**config.mk**
```make
export PLATFORM = sky130hd
export DESIGN_NAME = mc_control_fsm_flat
export DESIGN_NICKNAME = d
export VERILOG_FILES = /design/src/rtl/mc_control_if.sv /design/src/rtl/mc_control_fsm.sv /design/src/flat_wrapper.sv
export SDC_FILE = /design/constraint.sdc
export NUM_CORES = 1
export LEC_CHECK = 0
export ABC_AREA = 1
export BUFFER_PORTS_ARGS = -buffer_cell sky130_fd_sc_hd__buf_4
export CAP_MARGIN = 5
export CORE_MARGIN = 4
export CORE_UTILIZATION = 47
export DETAILED_ROUTE_END_ITERATION = 8
export PLACE_DENSITY = 0.94
export SLEW_MARGIN = 30
export SYNTH_ARGS = -nofsm -noshare
export SYNTH_HDL_FRONTEND = slang
export SYNTH_SLANG_ARGS = --single-unit
export TNS_END_PERCENT = 1
```
**constraint.sdc**
```tcl
create_clock -name clk -period 1.9 [get_ports clk]
set_input_delay 0.095 -clock clk [delete_from_list [all_inputs] [get_ports clk]]
set_output_delay 0.095 -clock clk [all_outputs]
set_load 0.1 [all_outputs]
```
**src/rtl/mc_control_if.sv**
```systemverilog
// Control bundle between the multi-cycle MIPS main controller and its datapath.
// master = controller (consumes IR fields/flags, drives control strobes); slave = datapath.
interface mc_control_if;
    logic [5:0] Op;
    logic [5:0] Funct;
    logic       Zero;
    logic       mem_ready;

    logic       IorD;
    logic       MemWrite;
    logic       IRWrite;
    logic       RegDst;
    logic       MemtoReg;
    logic       RegWrite;
    logic       ALUSrcA;
    logic [1:0] ALUSrcB;
    logic [2:0] ALUSel;
    logic [1:0] PCSrc;
    logic       PCEn;
    logic       illegal;
    logic [3:0] state_out;

    modport master (
        input  Op, Funct, Zero, mem_ready,
        output IorD, MemWrite, IRWrite, RegDst, MemtoReg, RegWrite,
               ALUSrcA, ALUSrcB, ALUSel, PCSrc, PCEn, illegal, state_out
    );

    modport slave (
        output Op, Funct, Zero, mem_ready,
        input  IorD, MemWrite, IRWrite, RegDst, MemtoReg, RegWrite,
               ALUSrcA, ALUSrcB, ALUSel, PCSrc, PCEn, illegal, state_out
    );
endinterface

```
**src/rtl/mc_control_fsm.sv**
```systemverilog
// Main controller for the multi-cycle MIPS datapath: fetch/decode/execute/memory/writeback
// sequencing with a memory-ready stall handshake.
module mc_control_fsm #(
    parameter bit WAIT_STATES_EN = 1'b1
) (
    input  logic         clk,
    input  logic         reset,
    mc_control_if.master bus
);
    typedef enum logic [3:0] {
        FETCH  = 4'd0,
        DECODE = 4'd1,
        MEMADR = 4'd2,
        MEMRD  = 4'd3,
        MEMWB  = 4'd4,
        MEMWR  = 4'd5,
        EXEC   = 4'd6,
        ALUWB  = 4'd7,
        BRANCH = 4'd8,
        ADDIEX = 4'd9,
        ADDIWB = 4'd10,
        JUMP   = 4'd11
    } state_t;

    localparam logic [5:0] OP_R    = 6'b000000;
    localparam logic [5:0] OP_LW   = 6'b100011;
    localparam logic [5:0] OP_SW   = 6'b101011;
    localparam logic [5:0] OP_BEQ  = 6'b000100;
    localparam logic [5:0] OP_ADDI = 6'b001000;
    localparam logic [5:0] OP_J    = 6'b000010;

    localparam logic [5:0] FN_ADD  = 6'b100000;
    localparam logic [5:0] FN_SUB  = 6'b100010;
    localparam logic [5:0] FN_SLL  = 6'b000000;
    localparam logic [5:0] FN_SLLV = 6'b000100;
    localparam logic [5:0] FN_SRAV = 6'b000111;

    state_t state_reg;
    state_t state_next;
    logic   mem_ok;
    logic   funct_ok;
    logic   op_ok;
    logic   pc_write;
    logic   branch;

    // With wait states disabled every memory access completes in one cycle.
    assign mem_ok = WAIT_STATES_EN ? bus.mem_ready : 1'b1;

    always_comb begin
        funct_ok = 1'b0;
        case (bus.Funct)
            FN_ADD, FN_SUB, FN_SLL, FN_SLLV, FN_SRAV: funct_ok = 1'b1;
            default:                                  funct_ok = 1'b0;
        endcase
    end

    always_comb begin
        op_ok = 1'b0;
        case (bus.Op)
            OP_LW, OP_SW, OP_BEQ, OP_ADDI, OP_J: op_ok = 1'b1;
            OP_R:                                op_ok = funct_ok;
            default:                             op_ok = 1'b0;
        endcase
    end

    always_ff @(posedge clk) begin
        if (reset) begin
            state_reg <= FETCH;
        end else begin
            state_reg <= state_next;
        end
    end

    always_comb begin
        state_next = FETCH;
        case (state_reg)
            FETCH:  state_next = mem_ok ? DECODE : FETCH;
            DECODE: begin
                case (bus.Op)
                    OP_LW, OP_SW: state_next = MEMADR;
                    OP_R:         state_next = funct_ok ? EXEC : FETCH;
                    OP_BEQ:       state_next = BRANCH;
                    OP_ADDI:      state_next = ADDIEX;
                    OP_J:         state_next = JUMP;
                    default:      state_next = FETCH;
                endcase
            end
            MEMADR: state_next = (bus.Op == OP_SW) ? MEMWR : MEMRD;
            MEMRD:  state_next = mem_ok ? MEMWB : MEMRD;
            MEMWB:  state_next = FETCH;
            MEMWR:  state_next = mem_ok ? FETCH : MEMWR;
            EXEC:   state_next = ALUWB;
            ALUWB:  state_next = FETCH;
            BRANCH: state_next = FETCH;
            ADDIEX: state_next = ADDIWB;
            ADDIWB: state_next = FETCH;
            JUMP:   state_next = FETCH;
            default: state_next = FETCH;
        endcase
    end

    // Reset masks every output so no write strobe can fire while the machine is being cleared.
    always_comb begin
        bus.IorD      = 1'b0;
        bus.MemWrite  = 1'b0;
        bus.IRWrite   = 1'b0;
        bus.RegDst    = 1'b0;
        bus.MemtoReg  = 1'b0;
        bus.RegWrite  = 1'b0;
        bus.ALUSrcA   = 1'b0;
        bus.ALUSrcB   = 2'b00;
        bus.ALUSel    = reset ? 3'b000 : 3'b010;
        bus.PCSrc     = 2'b00;
        bus.PCEn      = 1'b0;
        bus.illegal   = 1'b0;
        bus.state_out = 4'd0;
        pc_write      = 1'b0;
        branch        = 1'b0;
        if (!reset) begin
            bus.state_out = state_reg;
            case (state_reg)
                FETCH: begin
                    bus.ALUSrcB = 2'b01;
                    bus.IRWrite = mem_ok;
                    pc_write    = mem_ok;
                end
                DECODE: begin
                    bus.ALUSrcB = 2'b11;
                    bus.illegal = ~op_ok;
                end
                MEMADR: begin
                    bus.ALUSrcA = 1'b1;
                    bus.ALUSrcB = 2'b10;
                end
                MEMRD: bus.IorD = 1'b1;
                MEMWB: begin
                    bus.MemtoReg = 1'b1;
                    bus.RegWrite = 1'b1;
                end
                MEMWR: begin
                    bus.IorD     = 1'b1;
                    bus.MemWrite = 1'b1;
                end
                EXEC: begin
                    bus.ALUSrcA = 1'b1;
                    case (bus.Funct)
                        FN_SUB:  bus.ALUSel = 3'b110;
                        FN_SLL:  bus.ALUSel = 3'b011;
                        FN_SLLV: bus.ALUSel = 3'b100;
                        FN_SRAV: bus.ALUSel = 3'b101;
                        default: bus.ALUSel = 3'b010;
                    endcase
                end
                ALUWB: begin
                    bus.RegDst   = 1'b1;
                    bus.RegWrite = 1'b1;
                end
                BRANCH: begin
                    bus.ALUSrcA = 1'b1;
                    bus.ALUSel  = 3'b110;
                    bus.PCSrc   = 2'b01;
                    branch      = 1'b1;
                end
                ADDIEX: begin
                    bus.ALUSrcA = 1'b1;
                    bus.ALUSrcB = 2'b10;
                end
                ADDIWB: bus.RegWrite = 1'b1;
                JUMP: begin
                    bus.PCSrc = 2'b10;
                    pc_write  = 1'b1;
                end
                default: begin
                    bus.ALUSel    = 3'b000;
                    bus.state_out = 4'd0;
                end
            endcase
            bus.PCEn = pc_write | (branch & bus.Zero);
        end
    end
endmodule

```
**src/flat_wrapper.sv**
```systemverilog
// flat-port wrapper written by rule: the top's interface ports become plain ports
module mc_control_fsm_flat 
#(
    parameter bit WAIT_STATES_EN = 1'b1
)
  (clk, reset, bus_Op, bus_Funct, bus_Zero, bus_mem_ready, bus_IorD, bus_MemWrite, bus_IRWrite, bus_RegDst, bus_MemtoReg, bus_RegWrite, bus_ALUSrcA, bus_ALUSrcB, bus_ALUSel, bus_PCSrc, bus_PCEn, bus_illegal, bus_state_out);
  mc_control_if bus_i ();
  input  logic clk;
  input  logic reset;
  input wire logic [$bits(bus_i.Op)-1:0] bus_Op;
  input wire logic [$bits(bus_i.Funct)-1:0] bus_Funct;
  input wire logic [$bits(bus_i.Zero)-1:0] bus_Zero;
  input wire logic [$bits(bus_i.mem_ready)-1:0] bus_mem_ready;
  output wire logic [$bits(bus_i.IorD)-1:0] bus_IorD;
  output wire logic [$bits(bus_i.MemWrite)-1:0] bus_MemWrite;
  output wire logic [$bits(bus_i.IRWrite)-1:0] bus_IRWrite;
  output wire logic [$bits(bus_i.RegDst)-1:0] bus_RegDst;
  output wire logic [$bits(bus_i.MemtoReg)-1:0] bus_MemtoReg;
  output wire logic [$bits(bus_i.RegWrite)-1:0] bus_RegWrite;
  output wire logic [$bits(bus_i.ALUSrcA)-1:0] bus_ALUSrcA;
  output wire logic [$bits(bus_i.ALUSrcB)-1:0] bus_ALUSrcB;
  output wire logic [$bits(bus_i.ALUSel)-1:0] bus_ALUSel;
  output wire logic [$bits(bus_i.PCSrc)-1:0] bus_PCSrc;
  output wire logic [$bits(bus_i.PCEn)-1:0] bus_PCEn;
  output wire logic [$bits(bus_i.illegal)-1:0] bus_illegal;
  output wire logic [$bits(bus_i.state_out)-1:0] bus_state_out;
  assign bus_i.Op = bus_Op;
  assign bus_i.Funct = bus_Funct;
  assign bus_i.Zero = bus_Zero;
  assign bus_i.mem_ready = bus_mem_ready;
  assign bus_IorD = bus_i.IorD;
  assign bus_MemWrite = bus_i.MemWrite;
  assign bus_IRWrite = bus_i.IRWrite;
  assign bus_RegDst = bus_i.RegDst;
  assign bus_MemtoReg = bus_i.MemtoReg;
  assign bus_RegWrite = bus_i.RegWrite;
  assign bus_ALUSrcA = bus_i.ALUSrcA;
  assign bus_ALUSrcB = bus_i.ALUSrcB;
  assign bus_ALUSel = bus_i.ALUSel;
  assign bus_PCSrc = bus_i.PCSrc;
  assign bus_PCEn = bus_i.PCEn;
  assign bus_illegal = bus_i.illegal;
  assign bus_state_out = bus_i.state_out;
  mc_control_fsm #(.WAIT_STATES_EN(WAIT_STATES_EN)) u_core (.clk(clk), .reset(reset), .bus(bus_i));
endmodule
```
==> summary.md <==
| Metric | Value |
|---|---|
| Via count | 976 |
| Crit-path cells | nor2_2, inv_2, nor3_4, nand2_1, nor3_4, buf_6 |
| Worst setup EP type | output port |
| DIE AREA | between 2000 and 2500 um^2 |
| DP HPWL | ~1.8 mm |
| RSZ-0062 raised after global routing | false |
| Inserted Clock Buffers | 3 |
| Num rows | 13 |
| Initial DRC count | 14 |
| Fmax | ~0.57 GHz |
| # Max-Cap Violations | 0 |
| Startpoint Class | register |
| Area Growth Syn to Fin | 53.9% |
| DRT Wirelength | around 2.2 mm |
| Cell count after placement | ~180 |
| Root buf cell | clkbuf_4 |
| Sw Ratio | roughly 44% |
| H-tree Lvls | 1 |
| Worst reg-to-reg path cell count | 6 |
| Final Slew Violations | 0 |
| Initial core utilization | between 50% and 60% |
| CP max FO | 6 |
| Sequential share of power | about a quarter |
| Crit Path Class | reg2out |
| DR vias/cell | roughly 5.3 |
| Clk_lat worst skew | between 0.2 and 0.25 ns |
| Yosys reg bits | 4 |
| Hold WC Path Type | in2reg |
| Tcrit/Tclk final | 91.6% |
| Layout cells sized above 1 | between 30% and 40% |
| Largest register FFs | 4 |
| Adder-Cell Fraction of Synth Area | 0% |
| LEAKAGE | between 0.5 and 0.6 nW |
| Post-synthesis cell type count | 20 |
| P_int | just over 0.2 mW |
| Mux cell area share after synthesis | 0% |
| Total power | 0.370 mW |
| Layout Cells excl Fill | ~180 |
| Synth Warn # | 0 |
| Chip Height | 45.5 um |
| Sw power | 0.163 mW |
| Critical path's slowest cell | dfxtp_1 |
| CTS tree | done |
| Post-Syn Area | 662 um^2 |
| Slew headroom | around 80% |
| Clock buffer depth | 2 |
| Synth Area per Inst | between 4 and 5 um^2 |
| XOR/XNOR share of the synthesized area | 0% |
| IO Pins | 36 |
| Clock power share | 29.8% |
| Number of global-route vias before repair | ~900 |
| Die width | 45.5 um |
| Synth Area in Simple Gates | around three fifths |
| Mapped Nets | 149 |
| # setup viols final | 0 |
| Comb power frac | roughly 46% |
| Synth Area in Compound Gates | 12.3% |
| Routability cong. | 0.892 |
| Data required time of the worst path | approximately 1.8 ns |
| ANT cells | 0 |
| Final hold viol count | 0 |
| Drt drc | 0 |
| Wire length per cell | 11.8 um |
| Global Route Usage Sum | between 20% and 30% |
| I/O Buffers | 35 |
| Gr ovfl total | 0 |
| Final Skew | ~0.0012 ns |
| Final #Nets | 187 |
| Data arrival time of the critical path | around 1.7 ns |
| Core footprint | between 1000 and 1500 um^2 |
| Pwr/cell area | ~360 nW/um^2 |
| DR pass1 iterations | 4 |
| Cell mode on critical path | nor3_4 |
| CP max stage delay | roughly 0.37 ns |
| Worst slew pin tran | 0.296 ns |
| Status | finished clean |
| Worst vdd rail ir drop | roughly 0.26 mV |
| First-pass GRT wire length | 3.48 mm |
| Worst-path clk slew | approximately 0.04 ns |
| Post-route ant nets | 0 |
| Largest family of logic cells by synthesized area | simple AND/OR/NAND/NOR gates |
| Cts hold-fix bufs | 0 |
| Post-synthesis cell count | about 130 |
| Largest net degree at the start of global routing | 21 |
| Sinks on the clock net | 4 |
| Initial antenna violation count | 0 |
| Post-layout min period | between 1.5 and 2 ns |
| Hold Path Depth | 2 |
| Most frequent cells in the layout | nand2_1 (33), buf_4 (33), nor2_1 (27) |
| Sequential fraction of the synthesis area | 12.1% |
-- final timing paths --
path	from	to	slack (ns)
max	u_core.state_reg[3]	bus_illegal	0.16
min	reset	u_core.state_reg[3]	0.21
max reg2reg	u_core.state_reg[0]	u_core.state_reg[1]	0.64
min reg2reg	u_core.state_reg[3]	u_core.state_reg[0]	0.78
-- synthesized netlist by cell type --
master | instances | area [um^2]
nand3b_1 | 1 | 7.51
nand2_2 | 1 | 6.26
nor2_4 | 2 | 22.5
nor2_2 | 5 | 31.3
o21ai_0 | 4 | 20.0
nand2_1 | 34 | 128
nor3_1 | 8 | 40.0
buf_2 | 1 | 5.00
o211a_1 | 1 | 10.0
buf_1 | 1 | 3.75
a31oi_1 | 1 | 6.26
a21oi_1 | 7 | 35.0
nand4_1 | 1 | 6.26
nand3_1 | 5 | 25.0
nor2_1 | 28 | 105
dfxtp_1 | 4 | 80.1
nor3_2 | 3 | 30.0
o21ai_1 | 2 | 10.0
inv_2 | 5 | 18.8
inv_1 | 19 | 71.3
-- per-stage QoR --
| step | hold slack (ns) | instance area (um^2) | util (%) | TNS [ns] | setup WS (ns) |
|---|---|---|---|---|---|
| finish | 0.208 | 1020 | 77.3 | 0 | 0.159 |
| global route | 0.208 | 1020 | 77.3 | 0 | 0.0306 |
| CTS | 0.207 | 1010 | 76.5 | 0 | 0.0755 |
| detailed placement | 0.458 | 986 | 74.8 | 0 | 0.338 |
| global placement | 0.448 | 986 | 74.8 | 0 | 0.400 |
| floorplan | 0.299 | 713 | - | -4.60 | -0.781 |
-- power groups by stage --
stage,Sequential (mW),Combinational [mW],Clock [mW]
5_1_grt,0.0903,0.180,0.120
3_5_place_dp,0.0910,0.166,0
6_report,0.0899,0.170,0.110
3_3_place_gp,0.0910,0.163,0
4_1_cts,0.0898,0.167,0.112
2_1_floorplan,0.0905,0.114,0
-- area by class of cell --
type | instances | area [um^2]
inverter | 24 | 90.1
multi-input combinational | 103 | 537
timing repair buffer | 35 | 270
sequential | 4 | 80.1
tap | 15 | 18.8
clock buffer | 3 | 22.5
fill | 111 | 299
-- layer usage --
metal,share of wire (%),vias to the layer above,global-route usage [%]
met3,8.8,13,6.72
met2,48,47,37.3
met5,0,-,0
li1,-,489,-
met1,39,427,26.4
met4,3.7,0,14.0
-- critical path, delay by kind of cell, from the launching register on --
family | cells | cell delay, ns
flops | 1 | 0.37
buf+inv | 2 | 0.33
simple gates | 4 | 0.69
-- cells by family (layout without fill, tap and decap cells) --
family	after synthesis	count (layout)
AO/OA/AOI/OAI	15	15
AND/OR/NAND/NOR	88	88
buffers and inverters	26	62
flip-flops	4	4
-- timing repair --
action | 4_1_cts | 5_1_grt
resized for setup | 0 | 3
setup endpoints to repair | 0 | 1
buffers inserted | 0 | 0
(Power assumes the default switching activity.)
